[src/rtl/modulo_pkg.sv]
// Shared definitions for the sequential modulo/divide unit.
//   MODULO_WIDTH   : default operand/result width
//   modulo_state_t : controller states (IDLE -> CALC -> DONE -> IDLE)
package modulo_pkg;

  localparam int unsigned MODULO_WIDTH = 16;

  typedef enum logic [1:0] {
    IDLE = 2'd0,
    CALC = 2'd1,
    DONE = 2'd2
  } modulo_state_t;

endpackage

[src/rtl/modulo_step.sv]
// One combinational restoring-division step.
// Ports:
//   rem_i     : current partial remainder (always < divisor)
//   bit_i     : next dividend bit shifted into the remainder
//   divisor_i : divisor
//   rem_o     : new partial remainder
//   q_o       : quotient bit produced by this step
module modulo_step
  import modulo_pkg::*;
#(
  parameter int unsigned WIDTH = MODULO_WIDTH
) (
  input  logic [WIDTH-1:0] rem_i,
  input  logic             bit_i,
  input  logic [WIDTH-1:0] divisor_i,
  output logic [WIDTH-1:0] rem_o,
  output logic             q_o
);

  logic [WIDTH:0]   trial;
  logic [WIDTH-1:0] trial_lo;

  // The trial keeps the full remainder plus the new bit (WIDTH+1 bits), so
  // the compare never overflows even for divisors with the MSB set. The
  // subtraction result is always < divisor, so the low WIDTH bits suffice.
  always_comb begin
    trial    = {rem_i, bit_i};
    trial_lo = trial[WIDTH-1:0];
    q_o      = (trial >= {1'b0, divisor_i});
    rem_o    = q_o ? (trial_lo - divisor_i) : trial_lo;
  end

endmodule

[src/rtl/modulo_div_seq.sv]
// Sequential restoring divider: remainder and floor quotient of two unsigned
// WIDTH-bit operands, one quotient bit per clock, with divide-by-zero flag.
// Ports:
//   clk        : clock, rising edge
//   rst        : asynchronous active-low reset
//   start_i    : request, accepted only while idle
//   Zahl1_i    : dividend, sampled on the accepting edge
//   Zahl2_i    : divisor, sampled on the accepting edge
//   busy_o     : high from the accepting edge until valid_o deasserts
//   valid_o    : one-cycle result strobe
//   ergebnis_o : remainder Zahl1 mod Zahl2 (Zahl1 on divide by zero)
//   quotient_o : Zahl1 / Zahl2 (all ones on divide by zero)
//   div_zero_o : set with the result when the divisor was zero
// Build option:
//   MODULO_EARLY_EXIT_EN : when defined, a nonzero divisor larger than the
//   dividend finishes in one cycle instead of WIDTH (same result values).
module modulo_div_seq
  import modulo_pkg::*;
#(
  parameter int unsigned WIDTH = MODULO_WIDTH
) (
  input  logic             clk,
  input  logic             rst,
  input  logic             start_i,
  input  logic [WIDTH-1:0] Zahl1_i,
  input  logic [WIDTH-1:0] Zahl2_i,
  output logic             busy_o,
  output logic             valid_o,
  output logic [WIDTH-1:0] ergebnis_o,
  output logic [WIDTH-1:0] quotient_o,
  output logic             div_zero_o
);

  localparam int unsigned      CNT_W    = $clog2(WIDTH + 1);
  localparam logic [CNT_W-1:0] CNT_LOAD = CNT_W'(WIDTH);
  localparam logic [CNT_W-1:0] CNT_ONE  = CNT_W'(1);

  modulo_state_t state_q, state_d;

  logic [WIDTH-1:0] rem_q;
  logic [WIDTH-1:0] shift_q;
  logic [WIDTH-1:0] divisor_q;
  logic [CNT_W-1:0] cnt_q;

  logic [WIDTH-1:0] step_rem;
  logic             step_q;
  logic             div_by_zero;
  logic             early_exit;
  logic             last_step;

  assign div_by_zero = (Zahl2_i == '0);

`ifdef MODULO_EARLY_EXIT_EN
  assign early_exit = !div_by_zero && (Zahl1_i < Zahl2_i);
`else
  assign early_exit = 1'b0;
`endif

  // Counter reaches zero on the edge that performs this step.
  assign last_step = (cnt_q == CNT_ONE);

  modulo_step #(
    .WIDTH(WIDTH)
  ) u_step (
    .rem_i    (rem_q),
    .bit_i    (shift_q[WIDTH-1]),
    .divisor_i(divisor_q),
    .rem_o    (step_rem),
    .q_o      (step_q)
  );

  // State register
  always_ff @(posedge clk or negedge rst) begin
    if (!rst) begin
      state_q <= IDLE;
    end else begin
      state_q <= state_d;
    end
  end

  // Next-state logic
  always_comb begin
    state_d = state_q;
    unique case (state_q)
      IDLE: begin
        if (start_i) begin
          state_d = (div_by_zero || early_exit) ? DONE : CALC;
        end
      end
      CALC: begin
        if (last_step) begin
          state_d = DONE;
        end
      end
      DONE:    state_d = IDLE;
      default: state_d = IDLE;
    endcase
  end

  // Handshake outputs decoded from state
  always_comb begin
    busy_o  = (state_q != IDLE);
    valid_o = (state_q == DONE);
  end

  // Datapath: operand capture, iteration, and result registers. The shift
  // register serves both as dividend source (MSB out) and quotient sink (LSB in).
  always_ff @(posedge clk or negedge rst) begin
    if (!rst) begin
      rem_q      <= '0;
      shift_q    <= '0;
      divisor_q  <= '0;
      cnt_q      <= '0;
      ergebnis_o <= '0;
      quotient_o <= '0;
      div_zero_o <= 1'b0;
    end else begin
      unique case (state_q)
        IDLE: begin
          if (start_i) begin
            divisor_q <= Zahl2_i;
            shift_q   <= Zahl1_i;
            rem_q     <= '0;
            cnt_q     <= CNT_LOAD;
            if (div_by_zero) begin
              ergebnis_o <= Zahl1_i;
              quotient_o <= '1;
              div_zero_o <= 1'b1;
            end else if (early_exit) begin
              ergebnis_o <= Zahl1_i;
              quotient_o <= '0;
              div_zero_o <= 1'b0;
            end
          end
        end
        CALC: begin
          rem_q   <= step_rem;
          shift_q <= {shift_q[WIDTH-2:0], step_q};
          cnt_q   <= cnt_q - CNT_ONE;
          if (last_step) begin
            ergebnis_o <= step_rem;
            quotient_o <= {shift_q[WIDTH-2:0], step_q};
            div_zero_o <= 1'b0;
          end
        end
        default: ;
      endcase
    end
  end

endmodule

[config.mk]
export PLATFORM = sky130hd
export DESIGN_NAME = modulo_div_seq
export DESIGN_NICKNAME = d
export VERILOG_FILES = /design/src/rtl/modulo_pkg.sv /design/src/rtl/modulo_step.sv /design/src/rtl/modulo_div_seq.sv
export SDC_FILE = /design/constraint.sdc
export NUM_CORES = 1
export LEC_CHECK = 0
export ABC_AREA = 0
export ABC_CLOCK_PERIOD_IN_PS = 6400
export BUFFER_PORTS_ARGS = -buffer_cell sky130_fd_sc_hd__buf_2
export CAP_MARGIN = 20
export CELL_PAD_IN_SITES_DETAIL_PLACEMENT = 0
export CELL_PAD_IN_SITES_GLOBAL_PLACEMENT = 1
export CORE_MARGIN = 8
export CORE_UTILIZATION = 25
export CTS_CLUSTER_DIAMETER = 30
export CTS_CLUSTER_SIZE = 20
export DETAILED_ROUTE_END_ITERATION = 10
export GPL_TIMING_DRIVEN = 0
export PLACE_DENSITY = 0.5
export SYNTH_ARGS = -nofsm -noshare
export SYNTH_HDL_FRONTEND = slang
export SYNTH_HIERARCHICAL = 1
export SYNTH_SLANG_ARGS = --single-unit
[constraint.sdc]
create_clock -name clk -period 6.4 [get_ports clk]
set_clock_uncertainty 0.15 [all_clocks]
set_input_delay 1.92 -clock clk [delete_from_list [all_inputs] [get_ports clk]]
set_output_delay 1.92 -clock clk [all_outputs]
set_load 0.01 [all_outputs]
== After elaboration in Yosys (flattened, before gate mapping) ==
Index checks and enable logic that the tools add are counted.
Storage, ports and cells
  logic and storage cells: 48
  output and inout bits: 35
  flip-flop bits (word level): 88
  bits of input ports: 35
Operators by class
  multiplexer cells: 23
  magnitude comparators: 1
  $add $sub $neg: 2
  equal/unequal tests: 6
  reduce and logical (&&, ||, !) cells: 8
Operator list (count)
  $mux 16: 9
  $pmux 16 s2: 4
  $ge 17x16->1: 1
  $logic_not 16->1: 1
  $sub 16x16->16: 1
  $pmux 5 s2: 1
  $mux 2: 3
  $ne 2x2->1 const B: 3
  $reduce_and 2->1: 3
  $eq 5x1->1 const B: 1
  $mux 5: 1
  $sub 5x1->5 const B: 1
  $pmux 2 s2: 1
  $reduce_and 4->1: 1
  $reduce_bool 2->1: 2
  $mux 1: 3
  $eq 2x1->1 const B: 1
  $eq 2x2->1 const B: 1
  $logic_not 2->1: 1
  $pmux 1 s2: 1

== Logic depth before layout (Yosys ltp) ==
  word-level depth: 4
  gate-level depth with buffers: 13
  mapped depth without buffers: 11

== Cells and area by module ==
The synthesis kept the hierarchy.
By module, submodules not included
  modulo_div_seq: area an instance 3657.3 um2, seq. area each 2202.1 um2, cells each 340, instances 1
  modulo_step: area an instance 1164.9 um2, seq. area each 0.0 um2, cells each 156, instances 1

== Worst setup path before layout ==
OpenSTA, ideal clock, no wires.
  kind: in2reg
  start point: in Zahl2_i[2]
  end point: reg quotient_o[0]
  arrival time: 3.141 ns
  buffers on the path: 2
  stages on the path: 7
  setup time: 0.064 ns
  required time: 6.186 ns
  slack: 3.045 ns
  cells stage by stage: nor4_1 a41oi_2 or2_1 buf_6 clkinv_4 buf_12 o32a_2
Between the ends
  longest elaborated chain between the ends: 3
RTL lines
  start, declared: line modulo_div_seq.sv:26  | input logic [WIDTH-1:0] Zahl2_i,
  $logic_not 16->1: line modulo_div_seq.sv:51  | assign div_by_zero = (Zahl2_i == '0);
  $ne 2x2->1 (no source line)
  $reduce_and 4->1 (no source line)
  end signal, assigned: line modulo_div_seq.sv:142  | quotient_o <= {shift_q[WIDTH-2:0], step_q};
  end, declared: line modulo_div_seq.sv:30  | output logic [WIDTH-1:0] quotient_o,
No other way between the ends.
A chain may end at the register's enable or synchronous reset.

== Final worst setup path ==
  start point: in Zahl2_i[9]
  end point: reg quotient_o[8]
Same word-level chain as after synthesis.

==> impl_metrics.env <==
export IMPL_status="finished clean"
export IMPL_path_buf_inv=4
export IMPL_place_congestion=0.782
export IMPL_final_layout_size_suffix_gt1_frac=0.201
export IMPL_placementRows=51
export IMPL_cp_start_kind="primary input"
export IMPL_synth_seq_cells=88
export IMPL_syn_inst=496
export IMPL_cts_hold_buf=0
export IMPL_clkLatencyLatePin_ns=0.35
export IMPL_critPathMaxStageDelay_ns=0.51
export IMPL_overflow=0
export IMPL_first_global_vias=4000
export IMPL_cts_buffers=9
export IMPL_drtPass1Iterations=5
export IMPL_worstPathRequired_ns=6.53
export IMPL_die_w_um=155
export IMPL_cts_resized=0
export IMPL_r2r_cells=10
export IMPL_met3_length_um=774
export IMPL_max_freq_mhz=267
export IMPL_worstReg2RegStart="shift_q[15]$_DFFE_PN0P_"
export IMPL_fin_setup_tns_ns=0
export IMPL_nNetsFinal=631
export IMPL_final_cell_mix="nand2_1 (99), dfrtp_1 (88), buf_2 (73)"
export IMPL_syn_cell_area_sq_um=4820
export IMPL_clk_pin_slew_worst_paths_ns=0.06
export IMPL_synth_edf_count=0
export IMPL_drv_slew=0
export IMPL_hp_start="divisor_q[2]$_DFFE_PN0P_"
export IMPL_arrival_ns=3.87
export IMPL_fill_cells=2043
export IMPL_grt_max_degree=68
export IMPL_syn_avg_cell_area_sq_um=9.72
export IMPL_cts_tree="built"
export IMPL_htreeDepth=3
export IMPL_holdPathStages=2
export IMPL_coreArea_sq_um=19200
export IMPL_io_pins=70
export IMPL_drtAntennaViolNets=0
export IMPL_cp_max_fo=10
export IMPL_clockRootBuffer="clkbuf_16"
export IMPL_synth_seq_area_share=0.457
export IMPL_yosysUniqueCellTypes=60
export IMPL_hold_class="reg -> reg"
export IMPL_crit_path_end_kind="register"
export IMPL_drt_iter0_drc=206
export IMPL_worstMarginPinSlew_ns=0.635
export IMPL_layout_commonest_cell="nand2_1"
export IMPL_fin_util=0.303
export IMPL_crit_family="simple AND/OR/NAND/NOR gates"
export IMPL_routed_wl_um=14700
export IMPL_die_area_sq_um=24000
export IMPL_grt_first_pass_wirelength_um=23300
export IMPL_cts_sinks=88
export IMPL_power_density_nw_per_um2=661
export IMPL_cap_violations=0
export IMPL_holdPathEnd="divisor_q[2]$_DFFE_PN0P_"
export IMPL_path_class="in -> reg"
export IMPL_antenna_cells=0
export IMPL_dp_hpwl_um=11500
export IMPL_cp_cell_sequence="buf_2 -> nor4_1 -> a41oi_2 -> or2_1 -> buf_6 -> clkinv_4 -> buf_12 -> o22a_1"
export IMPL_syn_nets=550
export IMPL_rrSetupSlack_ns=3.16
export IMPL_reg2reg_to="ergebnis_o[14]$_DFFE_PN0P_"
export IMPL_routed_via_density=4.60
export IMPL_drt_met1_wl_um=7330
export IMPL_async_flop_share=1.00
export IMPL_finalSetupViolations=0
export IMPL_clock_path_buffers=2
export IMPL_start_util=0.251
export IMPL_syn2layout_area_growth_pct=20.8
export IMPL_numPortBuffers=69
export IMPL_met2_length_um=6510
export IMPL_cts_setup_buffers=0
export IMPL_fin_crit_ns=3.74
export IMPL_relSlewSlack=0.576
export IMPL_top_layer="met4"
export IMPL_antenna_found_initial=0
export IMPL_die_h_um=155
export IMPL_vias=3893
export IMPL_crit_slowest_cell="nor4_1"
export IMPL_power_w=0.00385
export IMPL_grt_usage=0.126
export IMPL_drc=0
export IMPL_hold_ws_ns=0.329
export IMPL_fin_crit_sh=0.585
export IMPL_ir_worst_vdd_uv=160
export IMPL_hold_violations=0
export IMPL_yosysWarnings=6
export IMPL_synthFlopType="dfrtp_1"
export IMPL_p_leak_nw=2.69
export IMPL_wl_per_cell_um=17.4
export IMPL_rsz0062_at_grt="false"
[metal layers]
layer,vias up,global-route usage
li1,1913,-
met1,1881,0.177
met2,90,0.191
met3,9,0.0313
met4,0,0.0252
met5,-,0
[where the power goes]
group	internal (W)	switching (W)	total [W]
logic	0.00101	0.00128	0.00229
registers	0.000824	0.000199	0.00102
clock network	0.000305	0.000232	0.000537
[state kept, by name (all words and copies together), names as in the netlist]
register    flops
quotient_o     16
state_q         2
divisor_q      16
ergebnis_o     16
div_zero_o      1
cnt_q           5
shift_q        16
rem_q          16
[kinds of logic after synthesis]
group           count (synthesis)  synth area share
compound gates                133             0.193
xor+xnor                       12            0.0218
fa+ha+maj                      19            0.0509
buf+inv                        56            0.0579
flops                          88             0.457
mux                            32            0.0758
simple gates                  156             0.144
[per-stage QoR]
| step | setup WS [ns] | cells | instance area [sq um] |
|---|---|---|---|
| final | 2.66 | 847 | 5830 |
| after global routing | 2.64 | 847 | 5830 |
| after floorplan | 3.04 | 496 | 4820 |
| after CTS | 2.65 | 847 | 5830 |
| after global placement | 2.28 | 830 | 5500 |
| after detailed placement | 2.29 | 831 | 5530 |
[synth_stat cells, drive strengths merged, types with 2 or more instances]
cell	n	share of area
dfrtp	88	0.46
xor2	4	0.0073
o21ai	47	0.049
nor2	28	0.022
a41o	2	0.0042
nand2	99	0.077
o21bai	4	0.0062
a21o	3	0.0047
a21oi	11	0.014
mux2	12	0.034
and3	2	0.0026
nor4	4	0.0052
xnor2	8	0.015
nor2b	2	0.0026
a211oi	2	0.0031
mux2i	20	0.042
clkbuf	16	0.012
a22o	16	0.029
o22a	15	0.027
buf	11	0.021
a211o	2	0.0036
nand4	3	0.0039
inv	28	0.022
nand3	6	0.0062
o21a	2	0.0047
ha	18	0.047
a31oi	20	0.029
[worst min-delay path: stages (launching register included)]
cell     delay (ns)
dfrtp_1        0.34
nand2_1        0.05
nand2_1        0.05
[how the worst max path moves through the flow]
stage	depth (start not counted)	startpoint	end
CTS	8	Zahl2_i[9]	quotient_o[8]$_DFFE_PN0P_
finish	8	Zahl2_i[9]	quotient_o[8]$_DFFE_PN0P_
global placement	8	Zahl2_i[9]	quotient_o[0]$_DFFE_PN0P_
floorplan	7	Zahl2_i[2]	quotient_o[0]$_DFFE_PN0P_
detailed placement	8	Zahl2_i[9]	quotient_o[8]$_DFFE_PN0P_
global route	8	Zahl2_i[9]	quotient_o[8]$_DFFE_PN0P_
[area by class of cell]
type | instances | area, sq um | share of cell area
clock buffers | 10 | 229 | 0.0393
multi-input cells | 352 | 2340 | 0.402
inverters | 29 | 116 | 0.0200
well taps | 265 | 332 | 0.0569
plain buffers | 27 | 163 | 0.0279
flip-flops and latches | 88 | 2200 | 0.378
repair buffers | 70 | 375 | 0.0644
clock inverters | 6 | 67.6 | 0.0116
Note: power is estimated with default switching activity, not from simulation.
